===== src/rtl/mesh_pkg.sv =====
// Shared constants and helpers for the mesh row link fabric: channel numbering
// within a row and the width of a per-channel occupancy count.
package mesh_pkg;

  localparam int PACKET_WIDTH_DEF = 64;

  // Link k carries its clockwise flow on channel 2k and counter-clockwise on 2k+1.
  function automatic int cw_ch(input int k);
    return 2 * k;
  endfunction

  function automatic int ccw_ch(input int k);
    return 2 * k + 1;
  endfunction

  // Occupancy runs 0..DEPTH inclusive, hence one bit more than a pointer.
  function automatic int level_w(input int depth);
    return $clog2(depth) + 1;
  endfunction

endpackage


===== src/rtl/link_fifo.sv =====
// One link channel: first-word-fall-through FIFO with a registered ready and
// full/empty derived from an occupancy counter.
module link_fifo
  import mesh_pkg::*;
#(
  parameter int PACKET_WIDTH = PACKET_WIDTH_DEF,
  parameter int DEPTH        = 4,
  localparam int PTR_W       = $clog2(DEPTH),
  localparam int LVL_W       = level_w(DEPTH)
) (
  input  logic                    clk,
  input  logic                    reset,
  input  logic                    push,
  input  logic [PACKET_WIDTH-1:0] push_data,
  output logic                    ready,
  input  logic                    pop,
  output logic [PACKET_WIDTH-1:0] head_data,
  output logic                    empty,
  output logic [LVL_W-1:0]        level
);

  logic [PACKET_WIDTH-1:0] mem [DEPTH];
  logic [PACKET_WIDTH-1:0] hold_q;
  logic [PTR_W-1:0]        wr_ptr;
  logic [PTR_W-1:0]        rd_ptr;
  logic [LVL_W-1:0]        level_nxt;
  logic                    wr_en;
  logic                    rd_en;

  assign empty = (level == '0);
  // ready is a register, so a slot freed by a read is only offered from the next cycle.
  assign wr_en = push && ready;
  assign rd_en = pop && !empty;

  always_comb begin
    level_nxt = level;
    if (wr_en && !rd_en) begin
      level_nxt = level + LVL_W'(1);
    end else if (rd_en && !wr_en) begin
      level_nxt = level - LVL_W'(1);
    end
  end

  always_ff @(posedge clk or negedge reset) begin
    if (!reset) begin
      wr_ptr <= '0;
      rd_ptr <= '0;
      level  <= '0;
      ready  <= 1'b0;
      hold_q <= '0;
    end else begin
      if (wr_en) begin
        wr_ptr <= wr_ptr + PTR_W'(1);
      end
      if (rd_en) begin
        rd_ptr <= rd_ptr + PTR_W'(1);
        hold_q <= mem[rd_ptr];
      end
      level <= level_nxt;
      ready <= (level_nxt != LVL_W'(DEPTH));
    end
  end

  always_ff @(posedge clk) begin
    if (wr_en) begin
      mem[wr_ptr] <= push_data;
    end
  end

  // When empty, keep showing the last flit that left so the output never goes unknown.
  assign head_data = empty ? hold_q : mem[rd_ptr];

endmodule


===== src/rtl/mesh_row_link_bank.sv =====
// Horizontal link fabric for one mesh row: a buffered channel in each direction on
// every internal link, with an optional even/odd gate on downstream sends.
module mesh_row_link_bank
  import mesh_pkg::*;
#(
  parameter int PACKET_WIDTH  = PACKET_WIDTH_DEF,
  parameter int NUM_COLS      = 4,
  parameter int DEPTH         = 4,
  parameter int GATE_POLARITY = 0,
  parameter int OUT_PHASE     = 0,
  localparam int NCH          = 2 * (NUM_COLS - 1),
  localparam int LVL_W        = level_w(DEPTH)
) (
  input  logic                        clk,
  input  logic                        reset,
  input  logic [NCH-1:0]              in_si,
  input  logic [NCH*PACKET_WIDTH-1:0] in_di,
  output logic [NCH-1:0]              in_ri,
  output logic [NCH-1:0]              out_so,
  output logic [NCH*PACKET_WIDTH-1:0] out_do,
  input  logic [NCH-1:0]              out_ro,
  output logic [NCH*LVL_W-1:0]        level,
  output logic                        polarity
);

  logic           gate_open;
  logic [NCH-1:0] empty;

  always_ff @(posedge clk or negedge reset) begin
    if (!reset) begin
      polarity <= 1'b0;
    end else begin
      polarity <= ~polarity;
    end
  end

  // Sends depend only on registered state, never combinationally on in_si.
  assign gate_open = (GATE_POLARITY == 0) || (polarity == 1'(OUT_PHASE));
  assign out_so    = ~empty & {NCH{gate_open}};

  for (genvar k = 0; k < NUM_COLS - 1; k++) begin : g_link
    for (genvar d = 0; d < 2; d++) begin : g_dir
      localparam int CH = (d == 0) ? cw_ch(k) : ccw_ch(k);

      link_fifo #(
        .PACKET_WIDTH (PACKET_WIDTH),
        .DEPTH        (DEPTH)
      ) u_fifo (
        .clk       (clk),
        .reset     (reset),
        .push      (in_si[CH]),
        .push_data (in_di[CH*PACKET_WIDTH +: PACKET_WIDTH]),
        .ready     (in_ri[CH]),
        .pop       (out_so[CH] && out_ro[CH]),
        .head_data (out_do[CH*PACKET_WIDTH +: PACKET_WIDTH]),
        .empty     (empty[CH]),
        .level     (level[CH*LVL_W +: LVL_W])
      );
    end
  end

endmodule


===== config.mk =====
export PLATFORM = sky130hd
export DESIGN_NAME = mesh_row_link_bank
export DESIGN_NICKNAME = d
export VERILOG_FILES = /design/src/rtl/mesh_pkg.sv /design/src/rtl/link_fifo.sv /design/src/rtl/mesh_row_link_bank.sv
export SDC_FILE = /design/constraint.sdc
export NUM_CORES = 2
export LEC_CHECK = 0
export ABC_AREA = 1
export CAP_MARGIN = 25
export CORE_ASPECT_RATIO = 0.6
export CORE_MARGIN = 10
export CORE_UTILIZATION = 45
export DETAILED_ROUTE_END_ITERATION = 6
export MAX_ROUTING_LAYER = met4
export PLACE_DENSITY = 0.68
export SETUP_SLACK_MARGIN = 0.5
export SLEW_MARGIN = 5
export SYNTH_ARGS = -nofsm -noshare
export SYNTH_HDL_FRONTEND = slang
export SYNTH_HIERARCHICAL = 1
export SYNTH_SLANG_ARGS = --single-unit

===== constraint.sdc =====
create_clock -name clk -period 3.7 [get_ports clk]
set_input_delay 0.37 -clock clk [delete_from_list [all_inputs] [get_ports clk]]
set_output_delay 0.37 -clock clk [all_outputs]
set_load 0.05 [all_outputs]

==> qor.yml <==
status: "complete, no violations"
area_growth_pct: 22.6
async_reset_ff_frac: 0.220
rsz0062_at_grt: "yes"
ys_types: 28
avgSynthCellArea_um2: 11.4
dp.cells: 9849
root_buffer: "clkbuf_16"
drv_cap: 0
required_ns: 3.33
fin_crit_sh: 0.854
wl_um: 217000
drc: 0
cts_sinks: 1969
io_buffers: 812
final_util: 0.554
grt_pass1_vias: 50508
max_slew_margin: 0.341
fin_cells: 10261
synth-main-ff-cell: "edfxtp_1"
synthesis.area_mm2: 0.0791
hpwlAfterDp_um: 136000
antenna_left: 0
critPathArrivalTime_ns: 2.79
finalCriticalPeriod_ns: 3.16
end_kind: "primary output"
syn_nets: 7397
path_clk_slew_ns: 0.06
clock_path_buffers: 4
finalSetupViolations: 0
io_pins: 813
r2r_setup_slack_ns: 0.93
grt_antenna_before_repair: 55
netlist_instances: 6957
layout.nets: 8141
min_path_type: "in2async"
wl_per_cell_um: 21.2
die_w_um: 561
gp_congestion: 0.819
hold_violations: 0
die_y_um: 345
vias: 53881
h-tree-depth: 4
cp_max_fo: 20
drive_gt1_frac: 0.123
grt.total_usage: 0.217
fp-row-count: 119
timing.fmax_ghz: 0.316
numCtsBuffers: 185
viasPerCell: 5.25
tightest_slew_ns: 0.988
grt_max_degree: 130
cp-start-kind: "flop"
dr.pass1.iters: 6
maxSlewViolCount: 0
drtIter0Drc: 5108
cts_tree: "built"
worstSkewPairLatency_ns: 0.81
initial_core_util: 0.452
ys_warn_count: 6
grt_pass1_wl_um: 319000
clock_skew_ns: 0.0491
grt.overflow.total: 0
yosysSeqAreaShare: 0.720
ys_ff_latch: 1969
path_class: "reg2out"
core_mm2: 0.175
die-area_mm2: 0.193
synth_edf_count: 1536
## final timing paths
kind	depth (start not counted)	startpoint	end
max	9	g_link[0].g_dir[1].u_fifo/level[0]$_DFF_PN0_	out_do[64]
min	2	reset	g_link[1].g_dir[1].u_fifo/hold_q[0]$_DFFE_PN0P_
max reg2reg	11	g_link[1].g_dir[0].u_fifo/level[0]$_DFF_PN0_	g_link[1].g_dir[0].u_fifo/hold_q[14]$_DFFE_PN0P_
min reg2reg	1	polarity$_DFF_PN0_	polarity$_DFF_PN0_
max in group asynchronous	4	reset	g_link[0].g_dir[1].u_fifo/level[1]$_DFF_PN0_
min in group clk	1	in_di[253]	g_link[1].g_dir[1].u_fifo/mem[0][61]$_DFFE_PP_
## cells by family after synthesis
kind of cell	count (synthesis)	share of synthesized area
simple gates	3638	0.190
flops	1969	0.720
compound gates	780	0.0494
buf+inv	511	0.0313
fa+ha+maj	42	0.00665
xor+xnor	17	0.00226
## timing repair
| item | 4_1_cts | 5_1_grt |
|---|---|---|
| pin swaps | 1 | 2 |
| buffers inserted | 1 | 4 |
| endpoints found under the hold margin | 60 | 0 |
| resized for setup | 789 | 412 |
| cloned | 6 | 12 |
| hold buffers | 1 | 0 |
| setup endpoints to repair | 366 | 320 |
## layout make-up
class	count	area, um^2
fillers	14468	78200
flip-flops and latches	1969	57000
multi-input cells	4477	19900
repair buffers	971	10400
clock buffers	255	5160
well taps	2359	2950
clock inverters	79	996
inverters	97	415
diodes	54	135
## sequential cells by signal, indices dropped and copies added (netlist names)
register and count:
g_link.g_dir.u_fifo/mem 1536, g_link.g_dir.u_fifo/wr_ptr 12, g_link.g_dir.u_fifo/ready 6, polarity 1, g_link.g_dir.u_fifo/rd_ptr 12, g_link.g_dir.u_fifo/hold_q 384
g_link.g_dir.u_fifo/level 18
## critical path, stage by stage, from the launching register on
cell	delay, ns
dfrtp_1	0.41
inv_1	0.11
ha_1	0.22
inv_1	0.09
nor2_4	0.15
buf_4	0.22
buf_8	0.23
nand2_1	0.08
o21ai_1	0.22
buf_4	0.28
## metrics by stage
stage	worst slack, ns	setup TNS [ns]	hold slack, ns	cell area, um^2
floorplan	-0.397	-610.48	0.0744	79100
global placement	0.683	0	0.411	90400
detailed placement	0.703	0	0.412	90400
CTS	0.300	0	0.110	97200
global route	0.365	0	0.137	96900
finish	0.539	0	0.145	96900
## synth_stat cells, types with 6 or more instances
cell	number	area share
nand2_4	18	0.0026
a21oi_1	6	0.00038
o21ai_0	6	0.00038
buf_1	21	0.0010
buf_2	279	0.018
nand3_1	794	0.050
ha_1	42	0.0066
inv_2	18	0.00085
nor2_1	36	0.0017
xor2_1	13	0.0014
buf_4	14	0.0013
edfxtp_1	1536	0.58
o21ai_1	768	0.049
inv_1	79	0.0038
clkbuf_1	73	0.0035
nand4_1	6	0.00047
nand3_2	9	0.0011
nand2_2	16	0.0013
dfrtp_1	433	0.14
nand2_1	2736	0.13
nor2_2	11	0.00087
clkbuf_2	7	0.00044
buf_6	20	0.0028
## placed cells by master (no fill, tap or decap), drive strengths merged, types with 42 or more instances in the layout
| cell type | n |
|---|---|
| clkdlybuf4s50 | 421 |
| clkbuf | 299 |
| clkdlybuf4s15 | 63 |
| ha | 42 |
| nand2 | 2770 |
| inv | 100 |
| edfxtp | 1536 |
| o21ai | 774 |
| buf | 428 |
| dfrtp | 433 |
| nor2 | 53 |
| clkinv | 50 |
| diode | 54 |
| nand3 | 803 |
## metal layers
metal,wire length (um),share of wire,vias up,global-route usage
li1,-,-,25437,-
met1,92200,0.42,26325,0.289
met2,104000,0.48,1782,0.342
met3,14600,0.067,337,0.0404
met4,6430,0.030,0,0.0649
met5,0,0,-,-
Power is left out: the tool's default activity adds up to more than one toggle a clock period on the data nets, which glitch-free logic cannot reach.
